### src/rtl/mem_pkg.sv
`default_nettype none
// ============================================================================
// Module      : mem_pkg
// Description : Shared line-memory definitions for the cache-line adapter:
//               line/beat geometry and the adapter FSM state encoding.
// Revision    : 1.0 - initial release
// ============================================================================
package mem_pkg;

  localparam int LINE_W    = 256;
  localparam int BEAT_W    = 64;
  localparam int BURST_LEN = LINE_W / BEAT_W;

  typedef enum logic [2:0] {
    IDLE    = 3'd0,
    RD_CMD  = 3'd1,
    RD_DATA = 3'd2,
    RD_DONE = 3'd3,
    WR_DATA = 3'd4,
    WR_DONE = 3'd5
  } adapter_state_t;

endpackage : mem_pkg
`default_nettype wire

### src/rtl/line_beat_buffer.sv
`default_nettype none
// ============================================================================
// Module      : line_beat_buffer
// Description : One cache line of storage addressed in beats. A whole line is
//               loaded when a request is accepted; individual beats are
//               written during read assembly and muxed out during write
//               serialisation.
// Ports       : clk, rst          - clock, asynchronous active-high reset
//               load, load_line   - capture a full line
//               beat_we           - write beat_wdata at wr_idx
//               wr_idx, beat_wdata- beat write slot and data
//               merged_line       - stored line with the incoming beat
//                                   already merged at wr_idx
//               rd_idx, beat_rdata- beat read slot and data
// Revision    : 1.0 - initial release
// ============================================================================
module line_beat_buffer #(
  parameter int LINE_W = mem_pkg::LINE_W,
  parameter int BEAT_W = mem_pkg::BEAT_W
) (
  input  logic                                 clk,
  input  logic                                 rst,
  input  logic                                 load,
  input  logic [LINE_W-1:0]                    load_line,
  input  logic                                 beat_we,
  input  logic [$clog2(LINE_W/BEAT_W)-1:0]     wr_idx,
  input  logic [BEAT_W-1:0]                    beat_wdata,
  output logic [LINE_W-1:0]                    merged_line,
  input  logic [$clog2(LINE_W/BEAT_W)-1:0]     rd_idx,
  output logic [BEAT_W-1:0]                    beat_rdata
);

  logic [LINE_W-1:0] r_line;

  // The merged view lets the owner register a complete line in the same
  // cycle that the final beat arrives.
  always_comb begin
    merged_line                          = r_line;
    merged_line[wr_idx*BEAT_W +: BEAT_W] = beat_wdata;
  end

  assign beat_rdata = r_line[rd_idx*BEAT_W +: BEAT_W];

  always_ff @(posedge clk or posedge rst) begin
    if (rst) begin
      r_line <= '0;
    end else if (load) begin
      r_line <= load_line;
    end else if (beat_we) begin
      r_line <= merged_line;
    end
  end

endmodule : line_beat_buffer
`default_nettype wire

### src/rtl/cacheline_adapter.sv
`default_nettype none
// ============================================================================
// Module      : cacheline_adapter
// Description : Responder for the arbiter's line-memory interface. Each
//               cache-line read or write becomes a fixed-length burst of
//               beats on the DRAM-side bus; one transaction in flight.
// Ports       : clk, rst                      - clock, async active-high reset
//               bmem_addr/read/write/wdata    - line request from arbiter
//               r_resp, w_resp                - one-cycle completion pulses
//               bmem_rdata, bmem_raddr        - completed read line/address
//               dram_addr/read/write/wdata    - burst command and write beats
//               dram_ready                    - command/beat accepted
//               dram_rvalid, dram_rdata       - returned read beats
// Revision    : 1.0 - initial release
// ============================================================================
module cacheline_adapter #(
  parameter int ADDR_W = 32,
  parameter int LINE_W = mem_pkg::LINE_W,
  parameter int BEAT_W = mem_pkg::BEAT_W
) (
  input  logic              clk,
  input  logic              rst,
  input  logic [ADDR_W-1:0] bmem_addr,
  input  logic              bmem_read,
  input  logic              bmem_write,
  input  logic [LINE_W-1:0] bmem_wdata,
  output logic              r_resp,
  output logic              w_resp,
  output logic [LINE_W-1:0] bmem_rdata,
  output logic [ADDR_W-1:0] bmem_raddr,
  output logic [ADDR_W-1:0] dram_addr,
  output logic              dram_read,
  output logic              dram_write,
  output logic [BEAT_W-1:0] dram_wdata,
  input  logic              dram_ready,
  input  logic              dram_rvalid,
  input  logic [BEAT_W-1:0] dram_rdata
);

  import mem_pkg::*;

  localparam int BURST_LEN = LINE_W / BEAT_W;
  localparam int CNT_W     = $clog2(BURST_LEN);
  localparam int OFS_W     = $clog2(LINE_W / 8);
  localparam logic [CNT_W-1:0] C_LAST_BEAT = CNT_W'(BURST_LEN - 1);

  adapter_state_t    r_state;
  logic [CNT_W-1:0]  r_cnt;
  logic [ADDR_W-1:0] r_addr;

  logic              w_load;
  logic              w_beat_we;
  logic [CNT_W-1:0]  w_next_idx;
  logic [LINE_W-1:0] w_merged_line;
  logic [BEAT_W-1:0] w_next_beat;
  logic [ADDR_W-1:0] w_aligned_addr;

  // The line buffer is loaded on every accepted request; for reads the
  // contents are fully overwritten by returned beats.
  assign w_load         = (r_state == IDLE) && (bmem_read || bmem_write);
  assign w_beat_we      = (r_state == RD_DATA) && dram_rvalid;
  // dram_wdata is registered, so the beat after the one being accepted is
  // prepared one cycle ahead.
  assign w_next_idx     = r_cnt + CNT_W'(1);
  assign w_aligned_addr = {bmem_addr[ADDR_W-1:OFS_W], OFS_W'(0)};

  line_beat_buffer #(
    .LINE_W (LINE_W),
    .BEAT_W (BEAT_W)
  ) u_line_beat_buffer (
    .clk         (clk),
    .rst         (rst),
    .load        (w_load),
    .load_line   (bmem_wdata),
    .beat_we     (w_beat_we),
    .wr_idx      (r_cnt),
    .beat_wdata  (dram_rdata),
    .merged_line (w_merged_line),
    .rd_idx      (w_next_idx),
    .beat_rdata  (w_next_beat)
  );

  always_ff @(posedge clk or posedge rst) begin
    if (rst) begin
      r_state    <= IDLE;
      r_cnt      <= '0;
      r_addr     <= '0;
      r_resp     <= 1'b0;
      w_resp     <= 1'b0;
      bmem_rdata <= '0;
      bmem_raddr <= '0;
      dram_addr  <= '0;
      dram_read  <= 1'b0;
      dram_write <= 1'b0;
      dram_wdata <= '0;
    end else begin
      r_resp <= 1'b0;
      w_resp <= 1'b0;
      case (r_state)
        IDLE: begin
          r_cnt <= '0;
          // Write wins when both requests are presented together.
          if (bmem_write) begin
            r_state    <= WR_DATA;
            r_addr     <= bmem_addr;
            dram_addr  <= w_aligned_addr;
            dram_write <= 1'b1;
            dram_wdata <= bmem_wdata[BEAT_W-1:0];
          end else if (bmem_read) begin
            r_state    <= RD_CMD;
            r_addr     <= bmem_addr;
            dram_addr  <= w_aligned_addr;
            dram_read  <= 1'b1;
          end
        end

        RD_CMD: begin
          if (dram_ready) begin
            r_state   <= RD_DATA;
            r_cnt     <= '0;
            dram_read <= 1'b0;
          end
        end

        RD_DATA: begin
          if (dram_rvalid) begin
            r_cnt <= r_cnt + CNT_W'(1);
            if (r_cnt == C_LAST_BEAT) begin
              r_state    <= RD_DONE;
              bmem_rdata <= w_merged_line;
              bmem_raddr <= r_addr;
              r_resp     <= 1'b1;
            end
          end
        end

        RD_DONE: begin
          r_state <= IDLE;
        end

        WR_DATA: begin
          if (dram_ready) begin
            r_cnt <= r_cnt + CNT_W'(1);
            if (r_cnt == C_LAST_BEAT) begin
              r_state    <= WR_DONE;
              dram_write <= 1'b0;
              w_resp     <= 1'b1;
            end else begin
              dram_wdata <= w_next_beat;
            end
          end
        end

        WR_DONE: begin
          r_state <= IDLE;
        end

        default: begin
          r_state <= IDLE;
        end
      endcase
    end
  end

endmodule : cacheline_adapter
`default_nettype wire

### config.mk
export PLATFORM = sky130hd
export DESIGN_NAME = cacheline_adapter
export DESIGN_NICKNAME = d
export VERILOG_FILES = /design/src/rtl/mem_pkg.sv /design/src/rtl/line_beat_buffer.sv /design/src/rtl/cacheline_adapter.sv
export SDC_FILE = /design/constraint.sdc
export NUM_CORES = 2
export LEC_CHECK = 0
export ABC_AREA = 1
export CORE_AREA = 2 2 288 290
export DETAILED_ROUTE_END_ITERATION = 8
export DIE_AREA = 0 0 290 292
export GPL_TIMING_DRIVEN = 1
export PLACE_DENSITY = 0.72
export SLEW_MARGIN = 25
export SYNTH_ARGS = -nofsm -noshare
export SYNTH_HDL_FRONTEND = slang
export SYNTH_SLANG_ARGS = --single-unit
### constraint.sdc
create_clock -name clk -period 42.7 [get_ports clk]
set_input_delay 10.675 -clock clk [delete_from_list [all_inputs] [get_ports clk]]
set_output_delay 10.675 -clock clk [all_outputs]
set_load 0.1 [all_outputs]
After elaboration in Yosys (flattened, before gate mapping):

Index checks and enable logic that the tools add are counted.

* output and inout port bits: 388
* logic and storage cells: 83
* register bits after elaboration: 681

* eq/ne operators: 14
* muxes and demuxes: 36
* reduce and logical (&&, ||, !) cells: 16
* $add $sub $neg: 2
* shifts and indexed selects: 3

Operator list (number)
* $mux 256: 2
* $bwmux 256: 1
* $shift 64x34->256 const A: 1
* $shiftx 256x9->64: 1
* $shiftx 64x34->256: 1
* $mux 64: 3
* $mux 32: 4
* $pmux 64 s2: 1
* $neg 8->34: 1
* $mux 3: 7
* $ne 2x2->1 const B: 8
* $reduce_and 4->1: 4
* $pmux 3 s4: 1
* $mux 1: 11
* $pmux 2 s4: 1
* $reduce_bool 2->1: 4
* $mux 2: 3
* $reduce_and 6->1: 1
* $pmux 1 s2: 2
* $reduce_bool 4->1: 1
* $eq 3x1->1 const B: 1
* $eq 3x2->1 const B: 1
* $eq 3x3->1 const B: 1
* $logic_not 3->1: 1
* other kinds (8): 9

Depth between registers and ports, before layout:

* word-level depth: 5
* depth in mapped cells: 15
* gate-level depth less buffers: 9

By module:

A second synthesis with hierarchy kept.

* cell total of the unflattened synthesis: 4414
* area total of the unflattened synthesis: 33080.5 µm²

Modules (own cells, without submodules)
* line_beat_buffer: instances 1, cells each 2468, area an instance 16642.2 µm²
* cacheline_adapter: instances 1, cells each 1946, area an instance 16438.3 µm²

Worst setup path before layout:

Ideal clock, no wire load.

* path kind: in2reg
* start point: input bmem_write
* end point: register u_line_beat_buffer.r_line[0]
* stages on the path: 7
* data arrival time: 11.505 ns
* path slack: 31.071 ns
* required time: 42.576 ns
* cell sequence: nor2_1 -> nor2_4 -> buf_4 -> buf_6 -> buf_2 -> nand2_1 -> nand3_1

* cells in the longest elaborated chain, start to end: 3
* elaborated cells between the ends (all ways): 4
* classes of those cells: mux: 1; reduce/logical: 3

RTL lines
* from (decl): RTL line cacheline_adapter.sv:25 `input logic bmem_write,`
* $logic_or 1x1->1 (*): RTL line cacheline_adapter.sv:60 `assign w_load = (r_state == IDLE) && (bmem_read || bmem_write);`
* $logic_and 1x1->1 (*): RTL line cacheline_adapter.sv:60
* $mux 256 / $reduce_bool 2->1 (equally long branches)
* to (signal assigned): RTL line line_beat_buffer.sv:48 `r_line <= load_line;`
* to (signal assigned): RTL line line_beat_buffer.sv:50 `r_line <= merged_line;`
* to (decl): RTL line line_beat_buffer.sv:33 `logic [LINE_W-1:0] r_line;`

Every way passes the cells marked *; elsewhere a longest branch is shown, timed or not.
A chain may end at the register's enable or synchronous reset.

==> out/results.ini <==
[floorplan]
rows = 105
placeableCoreArea_sq_um = 81580
io_pins = 746
die_y_um = 292
dieArea_sq_um = 84680
die_x_um = 290
start_util = 0.4063

[synth]
synthTopCellsByArea = dfrtp_1 (49%), nand2_1 (22%), nand3_1 (13%)
netlist_instances = 4524
synth_top_area_share = 0.4899
synth_compound_area_frac = 0.04409
syn_area_per_cell_sq_um = 7.327
synth.area.mux_share = 0
netlist_area_sq_um = 33150
synth_xor_area_frac = 0
synth_top_family_by_area = simple AND/OR/NAND/NOR gates
yosysTopAreaCell = dfrtp_1
ys_ff_latch = 649
synthesis.yosys.warnings = 0
yosys.area_share.simple = 0.3748
synthAdderAreaFrac = 0.002265
yosys.cell_types.count = 25
yosysSeqAreaShare = 0.4899

[setup_path]
end_kind = async pin
arrival_ps = 14990
cp-start-kind = primary input
cp.required_ps = 43330
crit_type = in2async
cp_max_fo = 150

[detailed_routing]
wl_met1_um = 51000
viasPerCell = 5.620
drtIter0Drc = 3752
dr.max_layer_used = met5
wl_per_cell_um = 22.24
dr_wl_met2_um = 63100
drt_pass1_iterations = 6
wirelength_um = 137000
dr_wl_met3_um = 15510
vias = 34637
drc_errors = 0
postRouteAntennaNets = 0

[timing]
worst_pin_slew_ps = 1233
finalSetupViolations = 0
tns_ps = 0
fmax_mhz = 69.64
period_minus_slack_ps = 14360
finClkSkew_ps = 23.62
rsz0062_at_grt = no
maxSlewHeadroom = 0.1782
finalWorstSetupSlack_ps = 28340
finalHoldViolCount = 0
finalMaxSlewViolations = 0
period_share = 0.3363

[global_route]
grt_pass1_wl_um = 206300
antenna_found_initial = 31
grt_pass1_vias = 33621
grt_max_degree = 163
overflow = 0
grt_use_total = 0.3146

[cts]
clock-sinks = 649
clock_path_buffers = 3
cts_tree = built
holdBufCountCts = 0
cts_buffers = 73
cts-resized-gates = 0
cts.clk_slew.worst_paths_ps = 60
clock_latency_ps = 620
root_buffer = clkbuf_16
cts_max_level = 3
postCtsSetupRepairBufs = 0

[placement]
portBuffers = 740
dp_hpwl_um = 86230
routabilityCongestion = 0.8898
place_ws_ps = 27460

[worst_hold_path]
min_path_type = reg2reg

[cells_and_area]
nNetsFinal = 5389
final_util = 0.5260
n_fill_cell = 7826
layout_common_cells = nand2_1 (1943), nand3_1 (882), clkdlybuf4s50_1 (726)
final_common_cell = nand2_1
syn_to_final_growth_pct = 29.47
drive_gt1_frac = 0.03883

[pwr]
p_per_area_nw_per_um2 = 79.18
power_leakage_nw = 20.89
ir_drop_v = 0.00006750

[outcome]
status = completed

[flow_run]
cap_violations = 0

[critical path: stages]
cell and delay [ps]:
clkdlybuf4s50_1 490, inv_8 610, buf_4 720, buf_12 630, buf_4 820, buf_4 810
[cell type report]
type / count / area (sq um) / area share
flip-flops and latches: 649 / 16240 / 0.3785
multi-input cells: 3213 / 14070 / 0.3279
repair buffers: 779 / 7742 / 0.1804
clock buffers: 100 / 2028 / 0.04726
well taps: 1070 / 1339 / 0.03120
inverters: 309 / 1205 / 0.02808
clock inverters: 23 / 235.2 / 0.005481
diodes: 20 / 50.05 / 0.001166
[flip-flops by register name, summed over array words and instances (netlist names), 2 cells and up]
signal and count:
bmem_raddr 32, bmem_rdata 256, dram_wdata 64, r_addr 31
r_cnt 2, r_state 3, u_line_beat_buffer.r_line 256
[logic make-up (layout without fill, tap and decap cells)]
logic type | after synthesis | in the layout
simple gates | 2942 | 2942
buf+inv | 666 | 1211
flops | 649 | 649
compound gates | 260 | 260
fa+ha+maj | 6 | 6
other cells | 1 | 25
[per-layer routing]
metal,vias up,global-route usage
met2,2171,0.4995
met3,438,0.08083
met5,-,0
met4,30,0.1662
met1,16548,0.3955
li1,15450,-
[synth_stat cells, drive strengths merged]
master	count
o22ai	128
nor3	1
or2	64
ha	6
buf	277
dfrtp	649
a21oi	3
conb	1
inv	307
nand3	883
nor2	19
o21ai	129
clkinv	2
nand2	1945
nand4	30
clkbuf	80
[through the flow]
| stage | instance area (sq um) | std cells | power [mW] | hold WS, ps |
|---|---|---|---|---|
| 3_3_place_gp | 40580 | 6018 | 2.720 | 462.1 |
| 2_1_floorplan | 33160 | 4528 | 2.240 | 465.0 |
| 4_1_cts | 42830 | 6142 | 3.377 | 479.4 |
| 6_report | 42920 | 6163 | 3.398 | 477.5 |
| 5_1_grt | 42900 | 6156 | 3.568 | 490.4 |
| 3_5_place_dp | 40570 | 6019 | 2.749 | 463.8 |
[power breakdown]
| group | leakage, nW | total [mW] | switching, mW | internal (mW) |
|---|---|---|---|---|
| Clock | 1.12 | 0.622 | 0.266 | 0.356 |
| Combinational | 11.3 | 1.84 | 1.36 | 0.482 |
| Sequential | 8.44 | 0.938 | 0.129 | 0.809 |
[final timing paths]
check                                      from                             end  slack [ps]  cells after the start
max in group clk                     bmem_write                  dram_wdata[43]       29150                      9
min in group asynchronous                   rst                 bmem_rdata[240]       10630                      2
worst min register to register  bmem_rdata[230]                 bmem_rdata[230]         480                      2
worst max-delay path                        rst                  bmem_rdata[14]       28340                      6
worst max register to register         r_cnt[0]  u_line_beat_buffer.r_line[115]       37920                      9
worst min-delay path            bmem_rdata[230]                 bmem_rdata[230]         480                      2
Power figures use the tool's default switching activity.
